**config.mk**
```make
export PLATFORM = sky130hd
export DESIGN_NAME = byte_serial_adder
export DESIGN_NICKNAME = d
export VERILOG_FILES = /design/src/rtl/byte_serial_adder.sv
export SDC_FILE = /design/constraint.sdc
export NUM_CORES = 1
export LEC_CHECK = 0
export ABC_AREA = 0
export CORE_UTILIZATION = 40
export CTS_CLUSTER_DIAMETER = 150
export CTS_CLUSTER_SIZE = 16
export DETAILED_ROUTE_END_ITERATION = 8
export GPL_TIMING_DRIVEN = 0
export PLACE_DENSITY_LB_ADDON = 0.25
export SYNTH_ARGS = -nofsm -noshare
export SYNTH_HDL_FRONTEND = slang
export SYNTH_HIERARCHICAL = 1
export SYNTH_SLANG_ARGS = --single-unit
```
**constraint.sdc**
```tcl
create_clock -name clk -period 6.5 [get_ports clk]
set_input_delay 1.3 -clock clk [delete_from_list [all_inputs] [get_ports clk]]
set_output_delay 1.3 -clock clk [all_outputs]
set_load 0.1 [all_outputs]
```
**src/rtl/byte_serial_adder.sv**
```systemverilog
// byte_serial_adder: wide a+b+cin computed one byte per clock through a single 8-bit CLA; BYTE_SERIAL_ADDER_OVF_EN adds signed overflow.
module Carry_Look_Ahead_Adder_8bit (
  input  logic [7:0] a,
  input  logic [7:0] b,
  input  logic       c0,
  output logic [7:0] sum,
  output logic       c8
);
  logic [7:0] g, p;
  logic t;
  assign g = a & b;
  assign p = a ^ b;
  always_comb begin
    sum = '0;
    t = c0;
    for (int i = 0; i < 8; i++) begin
      sum[i] = p[i] ^ t;
      t = g[i] | (p[i] & t);
    end
    c8 = t;
  end
endmodule

module byte_serial_adder #(
  parameter int NBYTES = 4
) (
  input  logic                  clk,
  input  logic                  rst_n,
  input  logic                  in_valid,
  output logic                  in_ready,
  input  logic [8*NBYTES-1:0]   a,
  input  logic [8*NBYTES-1:0]   b,
  input  logic                  cin,
  output logic                  out_valid,
  input  logic                  out_ready,
  output logic [8*NBYTES-1:0]   sum,
  output logic                  cout,
  output logic                  ovf
);
  localparam int W = 8 * NBYTES;
  localparam int CW = $clog2(NBYTES);
  typedef enum logic [1:0] {IDLE, RUN, DONE} state_t;
  state_t state, state_nx;
  logic [CW-1:0] cnt;
  logic [W-1:0] a_sr, b_sr;
  logic carry, last, accept, cla_c8;
  logic [7:0] cla_sum;
  Carry_Look_Ahead_Adder_8bit u_cla (
    .a   (a_sr[7:0]),
    .b   (b_sr[7:0]),
    .c0  (carry),
    .sum (cla_sum),
    .c8  (cla_c8)
  );
  assign last = cnt == CW'(NBYTES - 1);
  assign accept = state == IDLE && in_valid;
  always_ff @(posedge clk or negedge rst_n)
    if (!rst_n) state <= IDLE;
    else state <= state_nx;
  always_comb begin
    state_nx = state;
    in_ready = state == IDLE;
    out_valid = state == DONE;
    if (accept) state_nx = RUN;
    if (state == RUN && last) state_nx = DONE;
    if (state == DONE && out_ready) state_nx = IDLE;
  end
  // operands shift right so the CLA always sees the current byte in bits [7:0]
  always_ff @(posedge clk or negedge rst_n)
    if (!rst_n) begin
      a_sr <= '0;
      b_sr <= '0;
      carry <= 1'b0;
      cnt <= '0;
      sum <= '0;
      cout <= 1'b0;
    end else if (accept) begin
      a_sr <= a;
      b_sr <= b;
      carry <= cin;
      cnt <= '0;
      sum <= '0;
      cout <= 1'b0;
    end else if (state == RUN) begin
      sum[cnt*8 +: 8] <= cla_sum;
      carry <= cla_c8;
      a_sr <= a_sr >> 8;
      b_sr <= b_sr >> 8;
      if (last) cout <= cla_c8;
      else cnt <= cnt + 1'b1;
    end
`ifdef BYTE_SERIAL_ADDER_OVF_EN
  always_ff @(posedge clk or negedge rst_n)
    if (!rst_n) ovf <= 1'b0;
    else if (accept) ovf <= 1'b0;
    else if (state == RUN && last) ovf <= (a_sr[7] == b_sr[7]) && (cla_sum[7] != a_sr[7]);
`else
  assign ovf = 1'b0;
`endif
endmodule

```
# Word-level counts from Yosys, hierarchy flattened
# Cells that the tools add are included.
[totals]
output_inout_bits = 36
input_bits = 69
regBits = 102
word_cells = 68
[op_classes]
bitwise = 26
add_sub_neg = 2
eq_ne = 4
n_shift = 2
reduce_logical = 9
mux = 18
[ops]
columns = ["operator", "n"]
rows = [
  ["two-way mux 32 bit", 6],
  ["negation 5 -> 34 bit", 1],
  ["variable shift 8 x 34 -> 32 bit, first input constant", 1],
  ["indexed part select 8 x 34 -> 32 bit", 1],
  ["bitwise mux 32 bit", 1],
  ["two-way mux 2 bit", 6],
  ["AND 1 bit", 8],
  ["AND 8 bit", 1],
  ["OR 1 bit", 8],
  ["bitwise XOR 1 bit", 8],
  ["bitwise XOR 8 bit", 1],
  ["two-way mux 1 bit", 5],
  ["== test 2 bit, second input constant", 2],
  ["AND reduction 2 bit", 2],
  ["nonzero test 2 bit", 2],
  ["logical AND 1 bit", 3],
  ["nonzero test 3 bit", 1],
  ["adder 2 x 1 -> 2 bit, second input constant", 1],
  ["== test 2 x 1 -> 1 bit, second input constant", 1],
  ["zero test 2 bit", 1],
  ["!= test 2 x 1 -> 1 bit, second input constant", 1],
]

# Depth between registers and ports, before layout
# Gate-level depths: netlist of run 1.
[logic_depth]
ltp_word = 20
depth_mapped = 14
mapped_depth_nobuf = 14

# By module
# Netlist of run 1, hierarchy kept.
[by_module_without_submodules]
columns = ["module", "seq_area_each_um2", "instances", "cells_each", "area_per_inst_um2"]
rows = [
  ["byte_serial_adder", 2552.4, 1, 377, 4374.2],
  ["Carry_Look_Ahead_Adder_8bit", 0.0, 1, 18, 197.7],
]

# Worst setup path before layout of run 1
# Ideal clock, no wire load.
[synth_path]
kind = "register to register"
startpoint = "register a_sr[0]"
endpoint = "register sum[23]"
stages_incl_launch_ff = 15
n_path_buf = 0
setup_time_ns = 0.078
synth_period_minus_slack_ns = 3.694
slack_ns = 2.806
arrival_time_ns = 3.616
required_time_ns = 6.422
path_cell_list = "dfrtp_1 inv_1 fa_1 inv_1 fa_1 fa_1 fa_1 fa_1 fa_1 fa_1 inv_1 fa_1 inv_1 nand3_1 a21oi_1"
[synth_between]
elab_chain_cells = 20
word_cells_on_any_way = 28
classes_between = "shift: 1; mux: 3; bitwise: 24"
[synth_rtl]
columns = ["element", "line", "rtl"]
rows = [
  ["start: declaration", "45", "logic [W-1:0] a_sr, b_sr;"],
  ["start signal: assignment", "87", "a_sr <= a_sr >> 8;"],
  ["bitwise XOR 8 bit", "12", "assign p = a ^ b;"],
  ["AND 1 bit", "18", "t = g[i] | (p[i] & t);"],
  ["OR 1 bit *", "18", ""],
  ["AND 1 bit *", "18", ""],
  ["OR 1 bit *", "18", ""],
  ["AND 1 bit *", "18", ""],
  ["OR 1 bit *", "18", ""],
  ["AND 1 bit *", "18", ""],
  ["(+5 left out)", "--", ""],
  ["AND 1 bit *", "18", ""],
  ["OR 1 bit *", "18", ""],
  ["bitwise XOR 1 bit *", "17", "sum[i] = p[i] ^ t;"],
  ["via cla_sum[7]", "47", "logic [7:0] cla_sum;"],
  ["indexed part select 8 x 34 -> 32 bit *", "85", "sum[cnt*8 +: 8] <= cla_sum;"],
  ["bitwise mux 32 bit *", "85", ""],
  ["two-way mux 32 bit *", "84", "end else if (state == RUN) begin"],
  ["two-way mux 32 bit *", "77", "end else if (accept) begin"],
  ["end signal: indexed assignment", "85", ""],
  ["end: declaration", "36", "output logic [8*NBYTES-1:0] sum,"],
]
# Mark *: on every way through the listed nets, which the timed path passes. The rest lies on a longest branch. The select of a mux whose other input is x is not followed.
# A chain may end at the register's enable or synchronous reset.

# Final worst setup path of run 1
# Ends and elaborated chain as after synthesis.

==> flow_summary.json, run 1 <==
{
  "seq_power_share": 0.483,
  "drt-total-wl_mm": 10.8,
  "cts.sinks": 102,
  "row_count": 38,
  "clockBufferDepth": 2,
  "run_status": "finished, final reports clean",
  "leakage_nw": 3.12,
  "yosysWarnings": 6,
  "p_sw_frac": 0.232,
  "fmax_ghz": 0.251,
  "htreeDepth": 3,
  "hold_buffers": 0,
  "rr_worst_depth": 14,
  "finalHoldViolations": 0,
  "insertion_delay_ns": 0.34,
  "portBuffers": 103,
  "grt_pass1_vias": 3506,
  "n_antenna_cell": 0,
  "yosysUniqueCellTypes": 30,
  "via_per_inst": 5.25,
  "placed_cell_area_um2": 5800,
  "ant_nets": 0,
  "power_mw": 1.40,
  "fin_hold_ws_ns": 0.478,
  "crit_type": "flop to flop",
  "cts_tree": "yes",
  "grt_first_pass_wirelength_mm": 17.4,
  "tns_ns": 0,
  "fin_ws_ns": 2.52,
  "die_h_um": 109,
  "core_um2": 11000,
  "grt_use_total": 0.195,
  "syn_to_final_growth_pct": 34.0,
  "grt_start_max_net_pins": 53,
  "syn_inst": 395,
  "ir_drop_uv": 142,
  "rsz0062_at_grt": "false",
  "cts_root_buffer": "clkbuf_16",
  "slew_headroom": 0.349,
  "clkSlewWorstSetupHoldPaths_ns": 0.07,
  "startpoint_type": "flop",
  "finalSetupViolCount": 0,
  "post_cts_buffers": 0,
  "drc": 0,
  "overflow": 0,
  "drv_slew": 0,
  "critPathMaxFanout": 4,
  "dp_cells": 639,
  "final_area_um2": 6130,
  "die_w_um": 109,
  "wl_per_cell_um": 16.4,
  "hpwl_mm": 8.26,
  "p_comb_frac": 0.103,
  "cp.arrival_ns": 4.25,
  "cap_violations": 0,
  "start_util": 0.416,
  "die-area_um2": 11900,
  "fin_skew_ns": 0.00757,
  "crit_required_ns": 6.76,
  "dr.pass1.iters": 5,
  "p_per_area_nw_per_um2": 228,
  "hp-class": "flop to flop",
  "p_int_mw": 1.07,
  "final_cells": 655,
  "drtIter0Drc": 121,
  "syn_area_um2": 4570,
  "nNetsFinal": 592,
  "antenna_found_initial": 0,
  "min_period_over_period": 0.613,
  "synth-seq-cells": 102,
  "tightest_slew_ns": 0.973,
  "cp-end-kind": "flop",
  "holdPathStages": 1,
  "final_util": 0.558,
  "gp_congestion": 0.766,
  "fin_crit_ns": 3.98,
  "power.share.clock": 0.413,
  "dpl_worst_slack_ns": 2.51,
  "avgSynthCellArea_um2": 11.6,
  "syn_nets": 477,
  "seq_area_frac_synth": 0.558,
  "ioPinCount": 105,
  "vias": 3437,
  "switchingPower_uw": 324,
  "drive_gt1_frac": 0.0796,
  "post_cts_resized": 0,
  "numCtsBuffers": 9
}
[worst max-delay path, cell delays in order (launching register included)]
cell	delay (ns)
dfrtp_1	0.40
inv_1	0.09
fa_1	0.17
inv_1	0.05
fa_1	0.38
fa_1	0.38
fa_1	0.39
fa_1	0.40
fa_1	0.39
fa_1	0.37
inv_1	0.08
fa_1	0.40
inv_1	0.15
nand3_1	0.09
a21oi_1	0.16
[state kept, by name (all words and copies together) (netlist names)]
name	flops
a_sr	32
b_sr	32
carry	1
cnt	2
cout	1
state	2
sum	32
[synthesized netlist by cell type]
cell,n,area share
nor4b_4,2,0.010
a21oi_2,1,0.0019
or3b_1,1,0.0019
a21oi_1,11,0.012
buf_1,1,0.00082
a32o_1,2,0.0044
dfrtp_1,102,0.56
nand3b_1,2,0.0033
nand4_1,1,0.0014
nand3_1,25,0.027
a22o_1,70,0.13
nor2_1,5,0.0041
ha_1,5,0.014
nor3b_2,2,0.0055
o21ai_0,4,0.0044
conb_1,1,0.00082
xnor2_1,1,0.0019
inv_1,14,0.011
and3_1,3,0.0041
and3b_1,1,0.0019
nor2b_1,3,0.0041
and4_1,1,0.0019
fa_1,8,0.035
buf_4,1,0.0016
nand2b_1,2,0.0027
clkbuf_1,11,0.0090
buf_2,17,0.019
nor3b_1,1,0.0016
nand2_1,46,0.038
a21o_1,51,0.084
[final timing paths]
check | from | end | slack, ns
worst max register to register | a_sr[0] | sum[23] | 2.52
worst min-delay path | b_sr[14] | b_sr[14] | 0.48
min in group asynchronous | rst_n | sum[18] | 0.98
max in group asynchronous | rst_n | b_sr[14] | 4.84
worst max-delay path | a_sr[0] | sum[23] | 2.52
worst min register to register | b_sr[14] | b_sr[14] | 0.48
[area by class of cell]
type                    count  area, um2
fillers                   981       4860
flip-flops and latches    102       2550
multi-input cells         249       1830
repair buffers            104       1060
clock buffers              10        239
well taps                 140        175
plain buffers              30        138
clock inverters             6       85.1
inverters                  14       52.6
[routing by layer]
metal,vias up,share of wire,track usage
met3,6,0.047,0.0371
met2,84,0.49,0.324
met5,-,0,0
met4,0,0.0095,0.0579
met1,1696,0.46,0.259
li1,1651,-,-
[layout by cell type (no fill, tap or decap), types with 5 or more instances in the layout]
| cell | count |
|---|---|
| nand3_1 | 25 |
| a21oi_1 | 11 |
| inv_1 | 14 |
| clkbuf_1 | 11 |
| nor2_1 | 5 |
| a22o_1 | 70 |
| dfrtp_1 | 102 |
| fa_1 | 8 |
| buf_2 | 17 |
| nand2_1 | 46 |
| ha_1 | 5 |
| clkbuf_16 | 9 |
| a21o_1 | 51 |
| clkdlybuf4s50_1 | 102 |
[power by group through the flow]
| stage | Clock [mW] | Sequential [mW] | Combinational, mW |
|---|---|---|---|
| 2_1_floorplan | 0 | 0.706 | 0.0450 |
| 3_3_place_gp | 0 | 0.687 | 0.142 |
| 3_5_place_dp | 0 | 0.688 | 0.147 |
| 4_1_cts | 0.583 | 0.676 | 0.147 |
| 5_1_grt | 0.609 | 0.678 | 0.156 |
| 6_report | 0.578 | 0.676 | 0.144 |
[cell families after synthesis]
family | Yosys count | synth area share
fa+ha+maj | 13 | 0.0487
compound gates | 139 | 0.241
other cells | 1 | 0.000820
xor+xnor | 1 | 0.00192
buf+inv | 44 | 0.0416
simple gates | 95 | 0.108
flops | 102 | 0.558
Power figures use the tool's default switching activity.
==> inputs of run 2 (changes only) <==
==> constraint.sdc (replaced) <==
create_clock -name clk -period 3.3 [get_ports clk]
set_input_delay 0.66 -clock clk [delete_from_list [all_inputs] [get_ports clk]]
set_output_delay 0.66 -clock clk [all_outputs]
set_load 0.1 [all_outputs]
==> run 2 against run 1 <==
  * The flow now finishes with violations (setup timing)
  * Cell count rose by 0.31%
  * Non-clock buffer count grew 2
  * Clock power is 89% higher
  * Critical endpoint unchanged
  * Critical path depth unchanged
  * Largest cell class unchanged
==> flow_summary.json, run 2 (synthesis results as in run 1) <==
{
  "run_status": "finished, violations left",
  "p_comb_frac": 0.109,
  "cts.sinks": 102,
  "wl_per_cell_um": 16.7,
  "drv_slew": 0,
  "final_cells": 657,
  "die_h_um": 109,
  "seq_power_share": 0.491,
  "fmax_ghz": 0.274,
  "n_antenna_cell": 0,
  "dr.pass1.iters": 4,
  "power_mw": 2.72,
  "startpoint_type": "flop",
  "critPathMaxFanout": 4,
  "cp.arrival_ns": 3.92,
  "violations": "setup timing",
  "clkSlewWorstSetupHoldPaths_ns": 0.07,
  "crit_type": "flop to flop",
  "drc": 0,
  "portBuffers": 103,
  "cts_root_buffer": "clkbuf_16",
  "fin_ws_ns": -0.345,
  "slew_headroom": 0.347,
  "overflow": 0,
  "grt_start_max_net_pins": 56,
  "largest_registers": "a_sr (32), b_sr (32), sum (32)",
  "antenna_found_initial": 0,
  "tightest_slew_ns": 0.976,
  "cp-end-kind": "flop",
  "die-area_um2": 11900,
  "hpwl_mm": 8.22,
  "via_per_inst": 5.27,
  "ir_drop_uv": 238,
  "final_cell_mix": "dfrtp_1, clkdlybuf4s50_1, a22o_1, a21o_1, nand2_1",
  "die_w_um": 109,
  "cts_tree": "yes",
  "r2r_end": "sum[23]",
  "nNetsFinal": 594,
  "hold_buffers": 0,
  "switchingPower_uw": 645,
  "fin_crit_ns": 3.64,
  "row_count": 38,
  "grt_first_pass_wirelength_mm": 17.7,
  "dp_cells": 639,
  "htreeDepth": 3,
  "dpl_worst_slack_ns": -0.368,
  "final_util": 0.561,
  "drtIter0Drc": 117,
  "clockBufferDepth": 2,
  "drive_gt1_frac": 0.114,
  "syn_to_final_growth_pct": 34.8,
  "finalSetupViolCount": 10,
  "rrSetupSlack_ns": -0.34,
  "ioPinCount": 105,
  "p_per_area_nw_per_um2": 441,
  "core_um2": 11000,
  "p_sw_frac": 0.238,
  "grt_use_total": 0.198,
  "rr_worst_depth": 14,
  "crit_required_ns": 3.57,
  "num-fill-cells": 973,
  "vias": 3465,
  "fin_skew_ns": 0.00616,
  "power.share.clock": 0.400,
  "min_period_over_period": 1.10,
  "drt-total-wl_mm": 11.0,
  "finalHoldViolations": 0,
  "grt_pass1_vias": 3590,
  "gp_congestion": 0.794,
  "insertion_delay_ns": 0.34,
  "rsz0062_at_grt": "true",
  "fin_hold_ws_ns": 0.335,
  "cap_violations": 0,
  "p_int_mw": 2.07,
  "hp-class": "primary input to asynchronous set/reset pin",
  "crit_path_end": "sum[23]",
  "numCtsBuffers": 9,
  "reg2reg_from": "a_sr[0]",
  "ant_nets": 0,
  "crit_path_start": "a_sr[0]",
  "leakage_nw": 3.11,
  "start_util": 0.416
}
run 2: metrics by stage:
step / setup TNS [ns] / area [um2]
6_report: -2.02 / 6160
3_3_place_gp: -223.78 / 5790
4_1_cts: -1.98 / 6140
3_5_place_dp: -2.04 / 5820
2_1_floorplan: -0.521 / 4590
5_1_grt: -3.09 / 6160
run 2: how the worst min path moves through the flow:
stage | end | from
final | sum[16] | rst_n
after global routing | sum[16] | rst_n
after floorplan | a_sr[0] | rst_n
after CTS | sum[16] | rst_n
after detailed placement | carry | carry
after global placement | b_sr[13] | b_sr[13]
run 2: power by group through the flow:
stage,clock [mW],sequential (mW),combinational (mW)
after floorplan,0,1.39,0.0917
after detailed placement,0,1.36,0.292
after CTS,1.10,1.33,0.297
after global placement,0,1.35,0.284
final,1.09,1.33,0.297
after global routing,1.15,1.34,0.321
run 2: cell type report:
cell class / instances / area (um2) / share of cell area
Multi-Input combinational cell: 249 / 1860 / 0.302
Sequential cell: 102 / 2550 / 0.414
Timing Repair Buffer: 106 / 1070 / 0.174
Tap cell: 140 / 175 / 0.0284
Clock buffer: 11 / 253 / 0.0410
Buffer: 30 / 138 / 0.0223
Inverter: 14 / 52.6 / 0.00853
Clock inverter: 5 / 57.6 / 0.00934
run 2: critical path, stage by stage, from the launching register on:
cell     delay (ns)
dfrtp_1        0.39
inv_2          0.08
fa_2           0.20
inv_2          0.04
fa_2           0.34
fa_2           0.36
fa_2           0.35
fa_2           0.35
fa_2           0.35
fa_2           0.34
inv_2          0.06
fa_1           0.41
inv_2          0.10
nand3_1        0.07
a21oi_1        0.14
run 2: layer usage:
metal | share of wire | global-route usage
met3 | 0.036 | 0.0263
met1 | 0.46 | 0.262
met5 | 0 | 0
met4 | 0.016 | 0.0772
met2 | 0.48 | 0.331
run 2: timing repair:
| action | CTS | global route |
|---|---|---|
| setup endpoints to repair | 9 | 10 |
| buffers inserted | 2 | 0 |
| pin swaps | 2 | 3 |
| resized for setup | 2 | 7 |
==> inputs of run 3 (changes only) <==
--- a/config.mk
+++ b/config.mk
@@ -6,7 +6,10 @@
 export NUM_CORES = 1
 export LEC_CHECK = 0
 export ABC_AREA = 0
+export CELL_PAD_IN_SITES_DETAIL_PLACEMENT = 1
+export CELL_PAD_IN_SITES_GLOBAL_PLACEMENT = 1
 export CORE_UTILIZATION = 40
+export CTS_BUF_LIST = sky130_fd_sc_hd__clkbuf_2 sky130_fd_sc_hd__clkbuf_4 sky130_fd_sc_hd__clkbuf_8
 export CTS_CLUSTER_DIAMETER = 150
 export CTS_CLUSTER_SIZE = 16
 export DETAILED_ROUTE_END_ITERATION = 8
==> constraint.sdc (replaced) <==
create_clock -name clk -period 3.9 [get_ports clk]
set_input_delay 0.78 -clock clk [delete_from_list [all_inputs] [get_ports clk]]
set_output_delay 0.78 -clock clk [all_outputs]
set_load 0.1 [all_outputs]
==> run 3 against run 2 <==
  * The run now ends clean
  * Critical endpoint unchanged
  * Clock skew increased by 0.0040 ns
  * Highest routed layer unchanged
  * Routed wire length up 12%
  * Register-to-register slack improved by 0.48 ns
  * Hold slack improved by 0.11 ns
  * Clock-buffer cell count unchanged
  * Cell count unchanged
==> flow_summary.json, run 3 (synthesis results as in run 1) <==
{
  "run_status": "finished, final reports clean",
  "overflow": 0,
  "fin_crit_ns": 3.76,
  "grt_first_pass_wirelength_mm": 19.6,
  "largest_registers": "a_sr (32), b_sr (32), sum (32)",
  "finalHoldViolations": 0,
  "nNetsFinal": 594,
  "insertion_delay_ns": 0.36,
  "hpwl_mm": 9.10,
  "dpl_worst_slack_ns": -0.101,
  "cts_tree": "yes",
  "htreeDepth": 3,
  "dr.pass1.iters": 4,
  "grt_start_max_net_pins": 53,
  "grt_pass1_vias": 3709,
  "cp-end-kind": "flop",
  "ant_nets": 0,
  "drive_gt1_frac": 0.0986,
  "portBuffers": 103,
  "crit_path_start": "a_sr[0]",
  "min_period_over_period": 0.965,
  "hp-class": "primary input to asynchronous set/reset pin",
  "clkSlewWorstSetupHoldPaths_ns": 0.10,
  "slew_headroom": 0.332,
  "final_area_um2": 6060,
  "cap_violations": 0,
  "crit_type": "flop to flop",
  "reg2reg_from": "a_sr[0]",
  "tightest_slew_ns": 0.999,
  "drt-total-wl_mm": 12.2,
  "die_w_um": 109,
  "final_cell_mix": "dfrtp_1, clkdlybuf4s50_1, a22o_1, a21o_1, nand2_1",
  "die-area_um2": 11900,
  "antenna_found_initial": 0,
  "critPathMaxFanout": 4,
  "fmax_ghz": 0.266,
  "ioPinCount": 105,
  "syn_to_final_growth_pct": 32.6,
  "p_per_area_nw_per_um2": 352,
  "cts_root_buffer": "clkbuf_8",
  "finalSetupViolCount": 0,
  "grt_use_total": 0.222,
  "vias": 3560,
  "fin_ws_ns": 0.138,
  "fin_skew_ns": 0.0101,
  "placed_cell_area_um2": 5800,
  "start_util": 0.416,
  "row_count": 38,
  "n_antenna_cell": 0,
  "leakage_nw": 3.08,
  "cp.arrival_ns": 4.06,
  "cts.sinks": 102,
  "die_h_um": 109,
  "drv_slew": 0,
  "drc": 0,
  "drtIter0Drc": 99,
  "startpoint_type": "flop",
  "core_um2": 11000,
  "ir_drop_uv": 151,
  "gp_congestion": 0.787,
  "via_per_inst": 5.42,
  "wl_per_cell_um": 18.6,
  "crit_required_ns": 4.20,
  "numCtsBuffers": 9,
  "clockBufferDepth": 2
}
[run 3: final timing paths]
kind	to	slack, ns	cells after the start
max	sum[23]	0.14	14
min	sum[18]	0.44	1
max reg2reg	sum[23]	0.14	14
min reg2reg	a_sr[19]	0.49	1
max in group asynchronous	a_sr[25]	2.78	2
min in group clk	a_sr[19]	0.49	1
[run 3: routing by layer]
metal	global-route usage	routed length, um
met1	0.292	5480
met2	0.375	6200
met3	0.0347	387
met4	0.0734	167
met5	0	0
[run 3: power breakdown]
part / switching (mW) / leakage, nW / internal (mW)
registers: 0.0293 / 1.32 / 1.10
logic: 0.134 / 1.65 / 0.119
clock network: 0.365 / 0.117 / 0.388
[run 3: what timing repair did]
action,4_1_cts,5_1_grt
setup endpoints to repair,4,5
buffers inserted,0,2
pin swaps,0,1
endpoints found under the hold margin,0,0
resized for setup,3,5
hold buffers,0,0
[run 3: critical path, stage by stage, from the launching register on]
cell	delay, ns
dfrtp_1	0.42
inv_2	0.07
fa_1	0.17
inv_1	0.06
fa_2	0.37
fa_2	0.36
fa_2	0.35
fa_2	0.35
fa_2	0.34
fa_1	0.36
inv_1	0.07
fa_1	0.43
inv_2	0.10
nand3_1	0.08
a21oi_2	0.16
[run 3: through the flow]
| stage | hold WS, ns | TNS, ns | cells | util | power [mW] |
|---|---|---|---|---|---|
| floorplan | 0.449 | 0 | 395 | - | 1.25 |
| global placement | 0.459 | -170.68 | 638 | 0.526 | 1.38 |
| detailed placement | 0.466 | -0.107 | 639 | 0.528 | 1.40 |
| CTS | 0.459 | 0 | 655 | 0.550 | 2.14 |
| global route | 0.481 | -0.0128 | 657 | 0.552 | 2.21 |
| finish | 0.441 | 0 | 657 | 0.552 | 2.13 |
[run 3: layout make-up]
| type | count | area, um2 |
|---|---|---|
| fill | 1171 | 4920 |
| sequential | 102 | 2550 |
| multi-input combinational | 249 | 1850 |
| timing repair buffer | 106 | 1070 |
| tap | 140 | 175 |
| clock buffer | 11 | 145 |
| buffer | 30 | 138 |
| clock inverter | 5 | 82.6 |
| inverter | 14 | 52.6 |
